===== config.mk =====
export PLATFORM = sky130hd
export DESIGN_NAME = calc_seq_ctrl
export DESIGN_NICKNAME = d
export VERILOG_FILES = /design/src/rtl/calc_seq_ctrl.sv
export SDC_FILE = /design/constraint.sdc
export NUM_CORES = 1
export LEC_CHECK = 0
export CAP_MARGIN = 20
export CORE_MARGIN = 1.5
export CORE_UTILIZATION = 35
export CTS_BUF_LIST = sky130_fd_sc_hd__clkbuf_8
export DETAILED_ROUTE_END_ITERATION = 6
export GPL_ROUTABILITY_DRIVEN = 0
export PLACE_DENSITY_LB_ADDON = 0.12
export SKIP_CTS_REPAIR_TIMING = 1
export SLEW_MARGIN = 20
export SYNTH_ARGS = -nofsm -noshare
export SYNTH_HDL_FRONTEND = slang
export SYNTH_SLANG_ARGS = --single-unit

===== constraint.sdc =====
create_clock -name clk -period 5.4 [get_ports clk]
set_input_delay 1.08 -clock clk [delete_from_list [all_inputs] [get_ports clk]]
set_output_delay 1.08 -clock clk [all_outputs]
set_load 0.03 [all_outputs]

===== src/rtl/calc_seq_ctrl.sv =====
// Keypad-driven BCD calculator sequencer: debounced key events, operand entry FSM and
// a digit-serial BCD add/subtract engine. Define CALC_SUB_EN to enable the subtract key (0xB).
module calc_seq_ctrl #(
  parameter int RELEASE_CNT = 16,
  parameter int MAX_DIGITS  = 6
) (
  input  logic                      clk,
  input  logic                      rst,
  input  logic                      press,
  input  logic [3:0]                scan_code,
  output logic [2:0]                state,
  output logic [4*MAX_DIGITS-1:0]   op_a,
  output logic [4*MAX_DIGITS-1:0]   op_b,
  output logic [2:0]                digit_cnt,
  output logic [4*MAX_DIGITS+3:0]   result,
  output logic                      neg,
  output logic                      key_ack,
  output logic                      done
);

  localparam int OW  = 4 * MAX_DIGITS;
  localparam int RCW = $clog2(RELEASE_CNT + 1);
  localparam int CCW = $clog2(MAX_DIGITS + 1);
  localparam logic [RCW-1:0] REL_MAX = RCW'(RELEASE_CNT);
  localparam logic [2:0]     DMAX    = 3'(MAX_DIGITS);
  localparam logic [CCW-1:0] CLAST   = CCW'(MAX_DIGITS);

`ifdef CALC_SUB_EN
  localparam logic SUB_EN = 1'b1;
`else
  localparam logic SUB_EN = 1'b0;
`endif

  typedef enum logic [2:0] {
    IDLE    = 3'd0,
    ENTER_A = 3'd1,
    ENTER_B = 3'd2,
    CALC    = 3'd3,
    DONE    = 3'd4
  } state_t;

  state_t cur_st, nxt_st;

  logic [RCW-1:0] rel_cnt;
  logic           key_ev;
  logic           is_digit, is_op, is_eq, is_clr;

  logic           op_sub, op_sub_n;
  logic           swap, swap_n;
  logic [CCW-1:0] calc_cnt, calc_cnt_n;
  logic [OW-1:0]  wa, wa_n, wb, wb_n;
  logic [OW-5:0]  acc, acc_n;
  logic           cy, cy_n;
  logic [OW-1:0]  op_a_n, op_b_n;
  logic [2:0]     cnt_n;
  logic [OW+3:0]  res_n;
  logic           neg_n, ack_n, done_n;
  logic [4:0]     dig;

  // Single BCD digit add: returns {carry_out, digit}.
  function automatic logic [4:0] bcd_add_digit(input logic [3:0] a, input logic [3:0] b,
                                                input logic cin);
    logic [4:0] s;
    s = {1'b0, a} + {1'b0, b} + {4'b0, cin};
    if (s > 5'd9) return {1'b1, 4'(s - 5'd10)};
    else          return {1'b0, s[3:0]};
  endfunction

  // Single BCD digit subtract a - b - bin: returns {borrow_out, digit}.
  function automatic logic [4:0] bcd_sub_digit(input logic [3:0] a, input logic [3:0] b,
                                                input logic bin);
    logic signed [5:0] d;
    d = $signed({2'b0, a}) - $signed({2'b0, b}) - $signed({5'b0, bin});
    if (d < 6'sd0) return {1'b1, 4'(d + 6'sd10)};
    else           return {1'b0, d[3:0]};
  endfunction

  // A new key needs RELEASE_CNT quiet cycles first; holding press keeps the counter cleared,
  // so a held or bouncing key yields a single event.
  always_ff @(posedge clk or posedge rst) begin
    if (rst)                     rel_cnt <= REL_MAX;
    else if (press)              rel_cnt <= '0;
    else if (rel_cnt != REL_MAX) rel_cnt <= rel_cnt + 1'b1;
  end

  assign key_ev   = press && (rel_cnt == REL_MAX);
  assign is_digit = (scan_code <= 4'd9);
  assign is_op    = (scan_code == 4'hA) || (SUB_EN && (scan_code == 4'hB));
  assign is_eq    = (scan_code == 4'hE);
  assign is_clr   = (scan_code == 4'hF);

  assign dig = op_sub ? bcd_sub_digit(wa[3:0], wb[3:0], cy)
                      : bcd_add_digit(wa[3:0], wb[3:0], cy);

  always_ff @(posedge clk or posedge rst) begin
    if (rst) cur_st <= IDLE;
    else     cur_st <= nxt_st;
  end

  always_comb begin
    nxt_st     = cur_st;
    op_a_n     = op_a;
    op_b_n     = op_b;
    cnt_n      = digit_cnt;
    op_sub_n   = op_sub;
    swap_n     = swap;
    calc_cnt_n = calc_cnt;
    wa_n       = wa;
    wb_n       = wb;
    acc_n      = acc;
    cy_n       = cy;
    res_n      = result;
    neg_n      = neg;
    ack_n      = 1'b0;
    done_n     = 1'b0;

    if (key_ev && is_clr && (cur_st != CALC)) begin
      nxt_st   = IDLE;
      op_a_n   = '0;
      op_b_n   = '0;
      cnt_n    = '0;
      op_sub_n = 1'b0;
      swap_n   = 1'b0;
      res_n    = '0;
      neg_n    = 1'b0;
      ack_n    = 1'b1;
    end else begin
      case (cur_st)
        IDLE: begin
          if (key_ev && is_digit) begin
            op_a_n = OW'(scan_code);
            cnt_n  = 3'd1;
            ack_n  = 1'b1;
            nxt_st = ENTER_A;
          end
        end
        ENTER_A: begin
          if (key_ev && is_digit && (digit_cnt < DMAX)) begin
            op_a_n = {op_a[OW-5:0], scan_code};
            cnt_n  = digit_cnt + 3'd1;
            ack_n  = 1'b1;
          end else if (key_ev && is_op) begin
            op_sub_n = (scan_code == 4'hB);
            cnt_n    = '0;
            ack_n    = 1'b1;
            nxt_st   = ENTER_B;
          end
        end
        ENTER_B: begin
          if (key_ev && is_digit && (digit_cnt < DMAX)) begin
            op_b_n = {op_b[OW-5:0], scan_code};
            cnt_n  = digit_cnt + 3'd1;
            ack_n  = 1'b1;
          end else if (key_ev && is_op) begin
            op_sub_n = (scan_code == 4'hB);
            ack_n    = 1'b1;
          end else if (key_ev && is_eq) begin
            calc_cnt_n = '0;
            ack_n      = 1'b1;
            nxt_st     = CALC;
          end
        end
        CALC: begin
          if (calc_cnt == '0) begin
            // Compare cycle: order operands so subtraction never goes below zero.
            swap_n     = op_sub && (op_b > op_a);
            wa_n       = swap_n ? op_b : op_a;
            wb_n       = swap_n ? op_a : op_b;
            acc_n      = '0;
            cy_n       = 1'b0;
            calc_cnt_n = calc_cnt + 1'b1;
          end else begin
            acc_n      = {dig[3:0], acc[OW-5:4]};
            wa_n       = wa >> 4;
            wb_n       = wb >> 4;
            cy_n       = dig[4];
            calc_cnt_n = calc_cnt + 1'b1;
            if (calc_cnt == CLAST) begin
              res_n  = {3'b0, dig[4] & ~op_sub, dig[3:0], acc};
              neg_n  = SUB_EN & swap;
              done_n = 1'b1;
              nxt_st = DONE;
            end
          end
        end
        DONE: begin
          if (key_ev && is_digit) begin
            op_a_n = OW'(scan_code);
            op_b_n = '0;
            res_n  = '0;
            neg_n  = 1'b0;
            cnt_n  = 3'd1;
            ack_n  = 1'b1;
            nxt_st = ENTER_A;
          end
        end
        default: nxt_st = IDLE;
      endcase
    end
  end

  always_ff @(posedge clk or posedge rst) begin
    if (rst) begin
      op_a      <= '0;
      op_b      <= '0;
      digit_cnt <= '0;
      op_sub    <= 1'b0;
      swap      <= 1'b0;
      calc_cnt  <= '0;
      wa        <= '0;
      wb        <= '0;
      acc       <= '0;
      cy        <= 1'b0;
      result    <= '0;
      neg       <= 1'b0;
      key_ack   <= 1'b0;
      done      <= 1'b0;
    end else begin
      op_a      <= op_a_n;
      op_b      <= op_b_n;
      digit_cnt <= cnt_n;
      op_sub    <= op_sub_n;
      swap      <= swap_n;
      calc_cnt  <= calc_cnt_n;
      wa        <= wa_n;
      wb        <= wb_n;
      acc       <= acc_n;
      cy        <= cy_n;
      result    <= res_n;
      neg       <= neg_n;
      key_ack   <= ack_n;
      done      <= done_n;
    end
  end

  assign state = cur_st;

endmodule

==> impl_metrics.csv, run 1 <==
group,metric,value,unit
die,die_area,25900,µm²
placed_design,io_buffers,87,
timing,fin_tns_setup,0,ns
die,row_count,57,
global_routing,grt_remaining_overflow,0,
final_layout,fin_cells,1312,
critical_path,worst_setup_path_end_kind,"flip-flop",
clock_tree,path_clk_slew,0.10,ns
global_routing,antenna_found_initial,0,
clock_tree,clk_path_buf_depth,2,
run,drv_cap,0,
final_layout,finalNetCount,1026,
synthesis,synth_xor_area_frac,0.0138,
routing,viasPerCell,5.47,
timing,maxSlewViolCount,0,
routing,route.detailed.drc,0,
synthesis,yosys_warnings,0,
final_layout,final_layout_size_suffix_gt1_frac,0.0597,
placed_design,place_inst,1279,
placed_design,hpwl,16900,µm
timing,fin_skew,0.0279,ns
final_layout,final_area,10200,µm²
die,fp.coreArea,24400,µm²
synthesis,yosys.area.top_type,"dfrtp_1",
critical_path,crit_type,"reg -> reg",
clock_tree,cts_max_level,4,
global_routing,grt_max_degree,101,
final_layout,nFillCells,2442,
timing,slew_headroom,0.285,
critical_path,path_max_fanout,49,
outcome,outcome,"finished clean",
synthesis,synth-simple-area-share,0.150,
timing,hold_violations,0,
power,peakVddDrop,0.205,mV
routing,antenna_left,0,
synthesis,ys_types,66,
hold_path,hold_path_class,"reg -> reg",
synthesis,synth_adder_area_share,0.0656,
synthesis,synthArstFlopShare,1.00,
final_layout,diodes,0,
timing,clock.fmax,0.269,GHz
clock_tree,cts_buffers,17,
clock_tree,cts.sinks,159,
placed_design,placed_cell_area,9790,µm²
routing,drt_pre_antenna_iters,4,
timing,rsz0062_at_grt,"false",
synthesis,yosys.area.top_type_share,0.453,
final_layout,layout-area-overhead-vs-synth,17.2,%
global_routing,grt_pass1_vias,6999,
routing,vias,7181,
synthesis,synth_compound_area_frac,0.222,
routing,wl,25100,µm
synthesis,synth.area.top_cells,"dfrtp_1 (45%), nand2_1 (7.7%), ha_1 (5.9%)",
critical_path,worstPathArrival,4.07,ns
clock_tree,clockRootBuffer,"clkbuf_8",
critical_path,rrSetupSlack,1.68,ns
die,die_x,161,µm
global_routing,grt.total_usage,0.198,
clock_tree,clkLatencyLatePin,0.49,ns
critical_path,start_kind,"flip-flop",
routing,wl_per_cell,19.2,µm
synthesis,postSynthAreaPerCell,9.46,µm²
power,p_leak,4.66,nW
routing,drt_iter0_markers,530,
synthesis,netlist_area,8730,µm²
die,die_h,161,µm
timing,period_share,0.690,
power,p_total,6.56,mW
clock_tree,tritoncts,"yes",
global_routing,grt_pass1_wl,39900,µm
timing,setup_viol,0,
synthesis,ys_ff_latch,159,
synthesis,synth_edf_count,0,
synthesis,netlist_instances,923,
critical_path,cp.required,5.75,ns
timing,worstMarginPinSlew,1.07,ns
die,pin_count,92,
power,power_density,641,nW/µm²
synthesis,synth_top_family_by_area,"compound AO/OA/AOI/OAI gates",
synthesis,ys.flop_type,"dfrtp_1",
die,start_util,0.358,
synthesis,synthMuxAreaShare,0.0340,
timing,period_needed,3.72,ns
synthesis,ys_seq_area_frac,0.456,
-- metrics by stage --
stage	worst slack, ns	utilization	hold slack, ns
final	1.68	0.419	0.485
after global routing	1.45	0.419	0.515
after CTS	1.64	0.418	0.496
after detailed placement	1.49	0.402	0.473
after global placement	1.54	0.402	0.475
after floorplan	0.0301	-	0.450
-- kinds of logic after synthesis --
| kind of cell | Yosys count |
|---|---|
| buffers and inverters | 115 |
| other | 1 |
| XOR/XNOR | 10 |
| multiplexers | 29 |
| AO/OA/AOI/OAI | 276 |
| adder cells (fa/ha/maj) | 44 |
| AND/OR/NAND/NOR | 289 |
| flip-flops | 159 |
-- layout make-up --
cell class	instances	area (µm²)	share of cell area
tap	324	405	0.0396
clock inverter	14	161	0.0158
clock buffer	18	248	0.0242
inverter	49	189	0.0185
multi-input combinational	652	4280	0.419
timing repair buffer	96	963	0.0942
sequential	159	3980	0.389
-- path summary, 6_finish.rpt --
check / start / endpoint / depth (start not counted)
min in group asynchronous: rst / calc_cnt[0] / 2
min reg2reg: result[21] / result[21] / 2
max in group asynchronous: rst / wb[11] / 3
min: result[21] / result[21] / 2
max reg2reg: op_a[9] / wa[11] / 10
max: op_a[9] / wa[11] / 10
-- synth_stat cells, types with 3 or more instances --
| master | count |
|---|---|
| xor2_1 | 5 |
| and4_1 | 3 |
| and3_1 | 25 |
| o31ai_1 | 7 |
| clkbuf_1 | 35 |
| o21a_1 | 5 |
| a311oi_1 | 6 |
| o21bai_1 | 9 |
| o32ai_1 | 36 |
| dfrtp_1 | 158 |
| buf_4 | 5 |
| ha_1 | 41 |
| nor3_1 | 9 |
| buf_1 | 5 |
| inv_1 | 49 |
| fa_1 | 3 |
| nand3_1 | 11 |
| nor2b_1 | 7 |
| o211ai_1 | 12 |
| and2_1 | 3 |
| xnor2_1 | 3 |
| nor2_1 | 27 |
| a31oi_1 | 37 |
| mux2i_1 | 27 |
| o21ai_0 | 34 |
| buf_2 | 14 |
| a21oi_1 | 56 |
| a21o_1 | 29 |
| nand4_1 | 5 |
| a22o_1 | 22 |
| buf_6 | 5 |
| nand2_1 | 180 |
| nand2b_1 | 6 |
-- state kept, by name (all words and copies together) (netlist names) --
name	flops
acc	20
calc_cnt	3
cy	1
digit_cnt	3
done	1
key_ack	1
op_a	24
op_b	24
op_sub	1
rel_cnt	5
result	25
state	3
wa	24
wb	24
-- metal layers --
metal / track usage / vias up / part of all wire
li1: - / 3406 / -
met1: 0.283 / 3566 / 0.48
met2: 0.307 / 177 / 0.46
met3: 0.0315 / 32 / 0.041
met4: 0.0636 / 0 / 0.018
met5: 0 / - / 0
-- report_power, final --
group          switching [mW]  internal (mW)
logic                    2.15           1.41
registers               0.457           1.63
clock network           0.546          0.364
total                    3.15           3.40
-- critical path, cell delays in order, from the launching register on --
cell and delay (ns):
dfrtp_1 0.47, inv_1 0.09, ha_1 0.30, and4_1 0.27
nand4_1 0.12, or4_1 0.46, o211ai_4 0.10, buf_4 0.49
or2_1 0.77, buf_4 0.36, a31oi_1 0.11
-- placed cells by master (no fill, tap or decap), drive strengths merged, types with 3 or more instances in the layout --
master,netlist,final
a22o,22,22
o21ai,35,35
inv,49,57
a31oi,37,37
nor2,27,27
conb,1,4
dfrtp,158,158
a21oi,58,58
buf,29,9
clkbuf,37,18
o21a,5,5
clkinv,0,5
nor3,9,9
o41ai,3,3
nor2b,7,7
ha,41,41
a22oi,3,3
o211ai,13,13
nand2,180,180
and4,3,3
fa,3,3
xnor2,3,3
o31ai,7,7
o32ai,36,36
nand4,5,5
a21o,29,29
and3,25,25
a311oi,6,6
xor2,6,6
nand3,11,11
o21bai,9,9
and2,3,3
nand2b,6,6
mux2i,27,27
clkdlybuf4s50,0,87
Power figures use the tool's default switching activity.
==> run 2, diff against run 1 <==
Clock period 5.4 ns to 3.15 ns, I/O delays scaled along.
==> impl_metrics.csv, run 2 (synthesis gave the netlist of run 1 again) <==
group,metric,value,unit
outcome,outcome,"finished clean",
final_layout,largest_register_ffs,25,
clock_tree,cts_max_level,4,
critical_path,worstPathArrival,3.11,ns
final_layout,finalNetCount,1051,
timing,fin_skew,0.0162,ns
final_layout,mostFrequentLayoutCells,"nand2_1 (180), dfrtp_1 (158), clkdlybuf4s50_1 (87)",
timing,clock.fmax,0.366,GHz
run,drv_cap,0,
timing,setup_viol,0,
routing,wl_per_cell,18.6,µm
routing,drt_iter0_markers,448,
clock_tree,path_clk_slew,0.10,ns
routing,drt_pre_antenna_iters,6,
clock_tree,clk_path_buf_depth,2,
clock_tree,clkLatencyLatePin,0.47,ns
timing,hold_violations,0,
routing,vias,7212,
die,fp.coreArea,24400,µm²
timing,slew_headroom,0.301,
critical_path,start_kind,"flip-flop",
timing,rsz0062_at_grt,"false",
routing,wl,24900,µm
clock_tree,cts.sinks,159,
critical_path,crit_type,"reg -> reg",
final_layout,layout-area-overhead-vs-synth,19.3,%
global_routing,grt_max_degree,92,
global_routing,grt.total_usage,0.197,
critical_path,crit_family,"adder cells",
critical_path,critPathBufInv,3,
die,die_x,161,µm
die,row_count,57,
critical_path,critPathSlowestCell,"fa_1",
routing,viasPerCell,5.39,
timing,period_share,0.868,
die,die_h,161,µm
clock_tree,clockRootBuffer,"clkbuf_8",
die,die_area,25900,µm²
clock_tree,cts_buffers,17,
global_routing,grt_pass1_vias,6949,
hold_path,hold_path_class,"reg -> reg",
critical_path,path_max_fanout,2,
die,pin_count,92,
routing,antenna_left,0,
global_routing,antenna_found_initial,1,
global_routing,grt_remaining_overflow,0,
timing,setup_slack,0.414,ns
power,peakVddDrop,0.373,mV
clock_tree,tritoncts,"yes",
critical_path,worst_setup_path_end_kind,"flip-flop",
timing,fin_tns_setup,0,ns
timing,worstMarginPinSlew,1.05,ns
timing,period_needed,2.74,ns
die,start_util,0.358,
routing,route.detailed.drc,0,
timing,maxSlewViolCount,0,
placed_design,io_buffers,87,
final_layout,mostFrequentLayoutCell,"nand2_1",
final_layout,diodes,0,
power,p_leak,4.78,nW
power,power_density,1090,nW/µm²
critical_path,path_cells,"inv_1 -> ha_1 -> inv_1 -> fa_1 -> inv_1 -> ha_1 -> xor2_1 -> ha_1 -> nor2b_1 -> a311oi_1 -> mux2_4 -> o41ai_2",
global_routing,grt_pass1_wl,39900,µm
placed_design,dp_slack,0.115,ns
critical_path,cp.required,3.52,ns
final_layout,largest_register,"result",
final_layout,nFillCells,2422,
placed_design,hpwl,17300,µm
final_layout,final_layout_size_suffix_gt1_frac,0.0819,
critical_path,slowest_delay,0.55,ns
run 2: changes by cell type in the layout (fill, tap and decap cells not counted), sizes merged:
cell      previous run  this run
buf                  9        34
clkbuf              18        17
clkinv               5         4
inv                 57        58
clkinvlp             1         2
run 2: path summary, 6_finish.rpt:
path	from	end	slack (ns)	cells after the start
worst min register to register	result[24]	result[24]	0.49	2
max in group asynchronous	rst	wa[9]	2.07	3
worst min-delay path	result[24]	result[24]	0.49	2
worst max-delay path	wa[0]	acc[19]	0.41	12
worst max register to register	wa[0]	acc[19]	0.41	12
min in group asynchronous	rst	digit_cnt[1]	0.63	3
run 2: cell type report:
cell class	instances	area (µm²)	share of cell area
Multi-Input combinational cell	652	4280	0.411
Sequential cell	159	3980	0.382
Timing Repair Buffer	121	1160	0.112
Tap cell	324	405	0.0389
Clock buffer	17	234	0.0225
Inverter	49	188	0.0180
Clock inverter	15	163	0.0156
run 2: tightest hold or removal path, delay by kind of cell, from the launching register on:
kind | cells | cell delay, ns
AOI/OAI and AO/OA | 1 | 0.05
DFF | 1 | 0.36
and+or+nand+nor | 1 | 0.05
run 2: power by group:
group | leakage (nW) | internal, mW | switching (mW)
Combinational | 2.54 | 2.52 | 3.76
Sequential | 2.03 | 2.79 | 0.718
Clock | 0.199 | 0.602 | 0.937
Total | 4.78 | 5.91 | 5.41
run 2: stage by stage:
| stage | area [µm²] | utilization | std cells | power [mW] | hold WS [ns] |
|---|---|---|---|---|---|
| after floorplan | 8750 | - | 926 | 7.87 | 0.450 |
| after global placement | 10000 | 0.410 | 1305 | 9.80 | 0.466 |
| after detailed placement | 10000 | 0.410 | 1305 | 9.86 | 0.474 |
| after CTS | 10400 | 0.427 | 1337 | 11.4 | 0.499 |
| after global routing | 10400 | 0.427 | 1337 | 12.3 | 0.523 |
| final | 10400 | 0.427 | 1337 | 11.3 | 0.487 |
run 2: routing by layer:
| metal | global-route usage | vias up | share of wire |
|---|---|---|---|
| met5 | 0 | - | 0 |
| met3 | 0.0282 | 29 | 0.031 |
| met4 | 0.0564 | 0 | 0.016 |
| met1 | 0.294 | 3575 | 0.50 |
| li1 | - | 3458 | - |
| met2 | 0.296 | 150 | 0.45 |
